<file path="config.mk">
export PLATFORM = sky130hd
export DESIGN_NAME = rgb_mode_pwm
export DESIGN_NICKNAME = d
export VERILOG_FILES = /design/src/rtl/rgb_mode_pwm.sv
export SDC_FILE = /design/constraint.sdc
export NUM_CORES = 1
export LEC_CHECK = 0
export BUFFER_PORTS_ARGS = -buffer_cell sky130_fd_sc_hd__buf_4
export CAP_MARGIN = 30
export CORE_MARGIN = 4
export CORE_UTILIZATION = 50
export CTS_CLUSTER_SIZE = 12
export DETAILED_ROUTE_END_ITERATION = 8
export PLACE_DENSITY_LB_ADDON = 0.12
export RECOVER_POWER = 50
export SYNTH_ARGS = -nofsm -noshare
export SYNTH_HDL_FRONTEND = slang
export SYNTH_SLANG_ARGS = --single-unit
</file>
<file path="constraint.sdc">
create_clock -name clk -period 6.2 [get_ports clk]
set_input_delay 0.31 -clock clk [delete_from_list [all_inputs] [get_ports clk]]
set_output_delay 0.31 -clock clk [all_outputs]
set_load 0.005 [all_outputs]
</file>
<file path="src/rtl/rgb_mode_pwm.sv">
// Button-stepped RGB colour mode selector driving three PWM LED channels.
// BREATHE mode ramps the blue duty in a triangle wave.
module rgb_mode_pwm #(
    parameter int          PRESCALE     = 4,
    parameter logic [7:0]  DUTY         = 8'd64,
    parameter logic [19:0] BREATHE_STEP = 20'd390_625
) (
    input  logic       clk,
    input  logic       nrst,
    input  logic       btn_level,
    output logic       led_r,
    output logic       led_g,
    output logic       led_b,
    output logic [2:0] mode
);

    localparam int PW = (PRESCALE > 1) ? $clog2(PRESCALE) : 1;
    localparam logic [PW-1:0] PRE_MAX  = PW'(PRESCALE - 1);
    localparam logic [19:0]   STEP_MAX = BREATHE_STEP - 20'd1;

    typedef enum logic [2:0] {
        M_OFF     = 3'd0,
        M_RED     = 3'd1,
        M_GREEN   = 3'd2,
        M_BLUE    = 3'd3,
        M_WHITE   = 3'd4,
        M_BREATHE = 3'd5
    } mode_t;

    mode_t          r_mode;
    logic           r_btn_d;
    logic [PW-1:0]  r_pre;
    logic [7:0]     r_pwm;
    logic [7:0]     r_bduty;
    logic           r_bdir_up;
    logic [19:0]    r_step;
    logic           r_led_r;
    logic           r_led_g;
    logic           r_led_b;

    logic w_press;
    logic w_tick;
    logic w_step_wrap;
    logic w_on_fix;
    logic w_on_br;
    logic w_r;
    logic w_g;
    logic w_b;

    assign w_press     = btn_level & ~r_btn_d;
    assign w_tick      = (r_pre == PRE_MAX);
    assign w_step_wrap = (r_step == STEP_MAX);
    assign w_on_fix    = (r_pwm < DUTY);
    assign w_on_br     = (r_pwm < r_bduty);

    always_comb begin
        w_r = 1'b0;
        w_g = 1'b0;
        w_b = 1'b0;
        case (r_mode)
            M_RED:     w_r = w_on_fix;
            M_GREEN:   w_g = w_on_fix;
            M_BLUE:    w_b = w_on_fix;
            M_WHITE: begin
                w_r = w_on_fix;
                w_g = w_on_fix;
                w_b = w_on_fix;
            end
            M_BREATHE: w_b = w_on_br;
            default: ;
        endcase
    end

    always_ff @(posedge clk or negedge nrst) begin
        if (!nrst) begin
            r_mode    <= M_OFF;
            r_btn_d   <= 1'b0;
            r_pre     <= '0;
            r_pwm     <= 8'd0;
            r_bduty   <= 8'd0;
            r_bdir_up <= 1'b1;
            r_step    <= 20'd0;
            r_led_r   <= 1'b0;
            r_led_g   <= 1'b0;
            r_led_b   <= 1'b0;
        end else begin
            r_btn_d <= btn_level;
            r_pre   <= w_tick ? '0 : r_pre + PW'(1);
            if (w_tick)
                r_pwm <= r_pwm + 8'd1;
            r_led_r <= w_r;
            r_led_g <= w_g;
            r_led_b <= w_b;

            case (r_mode)
                M_OFF, M_RED, M_GREEN, M_BLUE, M_WHITE:
                    if (w_press)
                        r_mode <= mode_t'(r_mode + 3'd1);
                M_BREATHE:
                    if (w_press)
                        r_mode <= M_OFF;
                default:
                    r_mode <= M_OFF;
            endcase

            // Ramp saturates at 0 and 255 by reversing direction.
            if (r_mode == M_BREATHE) begin
                if (w_step_wrap) begin
                    r_step <= 20'd0;
                    if (r_bdir_up) begin
                        r_bduty <= r_bduty + 8'd1;
                        if (r_bduty == 8'd254)
                            r_bdir_up <= 1'b0;
                    end else begin
                        r_bduty <= r_bduty - 8'd1;
                        if (r_bduty == 8'd1)
                            r_bdir_up <= 1'b1;
                    end
                end else begin
                    r_step <= r_step + 20'd1;
                end
            end

            if (w_press && r_mode == M_WHITE) begin
                r_bduty   <= 8'd0;
                r_bdir_up <= 1'b1;
                r_step    <= 20'd0;
            end
        end
    end

    assign led_r = r_led_r;
    assign led_g = r_led_g;
    assign led_b = r_led_b;
    assign mode  = r_mode;

endmodule

</file>
# Word level (Yosys, flattened, before mapping)
# Cells that the tools add are included.
# Widths: inputs -> output; s select.
[word_totals] input_bits=3 output_inout_bits=6 elab_cells=61 reg_bits=46
[classes] bitwise=2 eq_ne=11 add_sub_neg=6 n_reduce_logical=10 mux=20 magnitude_cmp=2
[op_table] op="$mux 20" count=3
[op_table] op="$mux 8" count=4
[op_table] op="$add 20x1->20 const B" count=1
[op_table] op="$eq 20x19->1 const B" count=1
[op_table] op="$add 8x1->8 const B" count=2
[op_table] op="$eq 8x1->1 const B" count=1
[op_table] op="$eq 8x8->1 const B" count=1
[op_table] op="$lt 8x7->1 const B" count=1
[op_table] op="$lt 8x8->1" count=1
[op_table] op="$mux 1" count=8
[op_table] op="$sub 8x1->8 const B" count=1
[op_table] op="$eq 3x2->1 const B" count=2
[op_table] op="$eq 3x3->1 const B" count=2
[op_table] op="$mux 3" count=2
[op_table] op="$pmux 3 s2" count=1
[op_table] op="$reduce_or 2->1" count=3
[op_table] op="$reduce_or 5->1" count=1
[op_table] op="$ne 2x2->1 const B" count=2
[op_table] op="$reduce_and 2->1" count=2
[op_table] op="$reduce_bool 2->1" count=2
[op_table] op="$add 3x1->3 const B" count=1
[op_table] op="$eq 3x1->1 const B" count=1
[op_table] op="$logic_not 3->1" count=1
[op_table] op="$add 2x1->2 const B" count=1
[op_table] op="6 further kinds" count=6

# Logic depth before layout (Yosys ltp)
[depth] depth_word=6 depth_mapped=9 depth_no_buf=7

# Worst setup path after synthesis
# No wires, ideal clock.
[synth_path] path_kind="register -> register" start="register r_mode[0], in the netlist mode[0]" end="register r_step[7]" setup_time_ns=0.087 n_path_buf=3 arrival_time_ns=2.026 path_slack_ns=4.087 period_less_slack_ns=2.113 path_stages_with_launch=10 cell_sequence="dfrtp_1 -> inv_1 -> ha_1 -> clkbuf_1 -> and3b_1 -> o21ai_0 -> clkbuf_1 -> clkbuf_1 -> a31oi_1 -> o22ai_1"
[synth_between] elab_chain_cells=3
[synth_rtl] item="start: declaration" line_no="30" rtl="mode_t r_mode;"
[synth_rtl] item="start signal: assignment" line_no="98" rtl="r_mode <= mode_t'(r_mode + 3'd1);"
[synth_rtl] item="$eq 3x3->1" line_no="124" rtl="if (w_press && r_mode == M_WHITE) begin"
[synth_rtl] item="$logic_and 1x1->1" line_no="124"
[synth_rtl] item="$mux 20 / $reduce_bool 2->1 (equally long branches)"
[synth_rtl] item="end signal: assignment" line_no="120" rtl="r_step <= r_step + 20'd1;"
[synth_rtl] item="end: declaration" line_no="36" rtl="logic [19:0] r_step;"
# Parallel ways exist; a longest one is shown, timed or not.
# A chain may end at the register's enable or synchronous reset.

# Worst setup path after layout
[layout_path] start="register r_step[0]" end="register r_step[5]"
[layout_between] elab_chain_cells=4
[layout_rtl] item="$add 20x1->20 / $eq 20x19->1 (equally long branches)" line_no="120, 52"
[layout_rtl] item="$mux 20 *" line_no="108" rtl="if (w_step_wrap) begin"
[layout_rtl] item="$mux 20 *" line_no="107" rtl="if (r_mode == M_BREATHE) begin"
[layout_rtl] item="$mux 20 *" line_no="124"
# Every way passes the cells marked *; elsewhere a longest branch is shown, timed or not. The select of a mux whose other input is x is not followed.

==> flow_summary.json <==
{
  "status": "finished with violations",
  "failed_checks": "max-capacitance violations, max-slew violations",
  "fin_crit_sh_pct": 41.5,
  "grt_pass1_wl_microns": 10400,
  "slew_headroom_pct": -66.1,
  "path_delay_family": "simple AND/OR/NAND/NOR gates",
  "wl_per_cell_microns": 14.9,
  "rsz0062_at_grt": "no",
  "fmax_ghz": 0.389,
  "die_h_microns": 83.3,
  "cts.sinks": 46,
  "layout_common_cells": "dfrtp_1 (45), inv_1 (26), ha_1 (20), nand4_1 (19), nand2_1 (17)",
  "power_mw": 0.933,
  "grt_start_max_net_pins": 47,
  "numPlacedInstances": 374,
  "ant_nets": 0,
  "die_w_microns": 83.3,
  "synth_edf_count": 0,
  "drive_above_1_share_pct": 8.06,
  "report.final.slew_viol_count": 47,
  "cellLeakagePower_nw": 1.33,
  "yosys.area.top_type": "dfrtp_1",
  "powerDensity_nw_per_um2": 306,
  "finish.utilization_pct": 55.3,
  "cts_setup_buffers": 0,
  "antenna_found_initial": 0,
  "area_delta_synth_final_pct": 7.55,
  "grt_overflow": 0,
  "path_cells": "inv_1, ha_1, nor2b_1, and4_4, or3b_1, nand3_1, o22ai_1",
  "cp.required_ns": 6.42,
  "start_util_pct": 51.4,
  "ys_types": 43,
  "finalSetupViolCount": 0,
  "syn-cell-area_sq_um": 2830,
  "crit_buf_inv": 1,
  "gp_congestion": 0.868,
  "tightestPinTransition_ns": 2.49,
  "drt_iter0_markers": 106,
  "post-route-min-period_ns": 2.57,
  "ys.flop_type": "dfrtp_1",
  "synth-seq-cells": 46,
  "clk_latency_ns": 0.30,
  "htree_num_levels": 2,
  "drt-vias-per-instance": 5.75,
  "nets": 332,
  "cts-root-buf": "clkbuf_8",
  "diodes": 0,
  "drc": 0,
  "async_flop_share_pct": 100,
  "synthCells": 309,
  "port_buffers": 8,
  "crit_type": "register to register",
  "routed_wirelength_microns": 5700,
  "timing.final.ws_setup_ns": 3.63,
  "yosysTopAreaCellShare_pct": 39.8,
  "yosysWarnings": 0,
  "track_usage_pct": 18.0,
  "num_rows": 27,
  "hold_viol_final": 0,
  "finClkSkew_ns": 0.00655,
  "io-pin-count": 9,
  "dp_slack_ns": 3.65,
  "cts_tree": "built",
  "synth_area_per_cell_sq_um": 9.17,
  "seq_area_frac_synth_pct": 40.7,
  "holdBufCountCts": 0,
  "post_cts_resized": 0,
  "dr_total_vias": 2198,
  "critPathMaxFanout": 28,
  "cts_buffer_depth": 2,
  "cap_viol_max_count": 1,
  "syn_nets": 332,
  "core_sq_um": 5510,
  "end_kind": "register",
  "cts_inserted_buffers": 5,
  "hold_class": "input pin to register",
  "dpl.hpwl_microns": 4010,
  "dieArea_sq_um": 6930,
  "final.setup.tns_ns": 0,
  "layout_commonest_cell": "dfrtp_1",
  "max_stage_delay_ns": 0.76,
  "clk_pin_slew_ns": 0.09,
  "finalNonFillerCells": 382,
  "crit_slowest_cell": "or3b_1",
  "grt_pass1_vias": 2232,
  "synthTopCellsByArea": "dfrtp_1 (40%), ha_1 (8.8%), nand4_1 (4.2%)",
  "peakVddDrop_uv": 172,
  "worstSetupStartpointType": "register",
  "arrival_ns": 2.80,
  "drtPass1Iterations": 4
}
-- power breakdown --
part	internal (mW)	total (mW)	switching [mW]	leakage, nW
sequential	0.349	0.412	0.0629	0.529
combinational	0.109	0.254	0.145	0.736
clock	0.161	0.268	0.106	0.0683
total	0.619	0.933	0.314	1.33
-- flip-flops by register name, summed over array words and instances (netlist names) --
signal / cells
r_bdir_up: 1
led_g: 1
r_btn_d: 1
r_step: 20
r_pre: 2
r_bduty: 8
led_r: 1
mode: 3
r_pwm: 8
led_b: 1
-- path summary, 6_finish.rpt --
path | start | endpoint | slack, ns | depth (start not counted)
setup / recovery | r_step[0] | r_step[5] | 3.63 | 7
hold / removal | btn_level | r_btn_d | 0.16 | 1
setup reg to reg | r_step[0] | r_step[5] | 3.63 | 7
hold reg to reg | r_pre[0] | r_pre[0] | 0.44 | 1
max in group asynchronous | nrst | r_bduty[5] | 4.02 | 1
min in group asynchronous | nrst | r_bduty[4] | 0.77 | 1
-- stage by stage --
step / hold slack [ns] / instance area [sq um]
final: 0.156 / 3050
after floorplan: 0.0144 / 2830
after global placement: 0.362 / 2920
after detailed placement: 0.366 / 2920
after global routing: 0.160 / 3050
after CTS: 0.0287 / 3050
-- cell families after synthesis --
logic type               synth area share (%)
AO/OA/AOI/OAI                            12.7
XOR/XNOR                                 4.33
adder cells (fa/ha/maj)                  8.83
buffers and inverters                    6.32
flip-flops                               40.7
multiplexers                             2.96
AND/OR/NAND/NOR                          24.2
-- synthesized netlist by cell type (2+ instances only) --
| cell | count |
|---|---|
| dfrtp_1 | 45 |
| inv_1 | 26 |
| ha_1 | 20 |
| nand4_1 | 19 |
| nand2_1 | 17 |
| nand3_1 | 15 |
| a31oi_1 | 14 |
| nor2_1 | 14 |
| nor3_1 | 13 |
| o21ai_0 | 13 |
| clkbuf_1 | 12 |
| or3_1 | 11 |
| xnor2_1 | 10 |
| o22ai_1 | 8 |
| a21oi_1 | 7 |
| nand2b_1 | 6 |
| mux2i_1 | 5 |
| and3_1 | 4 |
| nor4_1 | 4 |
| xor2_1 | 4 |
| a21o_1 | 3 |
| and2_1 | 3 |
| and4_1 | 3 |
| mux2_2 | 3 |
| nor2b_1 | 3 |
| o32ai_1 | 3 |
| a211oi_1 | 2 |
| and3b_1 | 2 |
| buf_2 | 2 |
| buf_6 | 2 |
| o2111ai_1 | 2 |
| o31ai_1 | 2 |
| or2_2 | 2 |
-- final cells by class --
class	count	area, sq um
well taps	72	90.1
clock inverters	3	68.8
repair buffers	10	67.6
inverters	26	97.6
clock buffers	5	68.8
multi-input cells	220	1500
fillers	496	2460
flip-flops and latches	46	1150
-- per-layer routing --
layer | vias to the layer above | wire [microns] | global-route usage, %
met1 | 1036 | 2820 | 25.5
met3 | 9 | 176 | 3.17
met4 | 0 | 96 | 5.35
met2 | 31 | 2610 | 28.1
met5 | - | 0 | 0
li1 | 1122 | - | -
No activity file was read; power rests on OpenSTA's default activity.
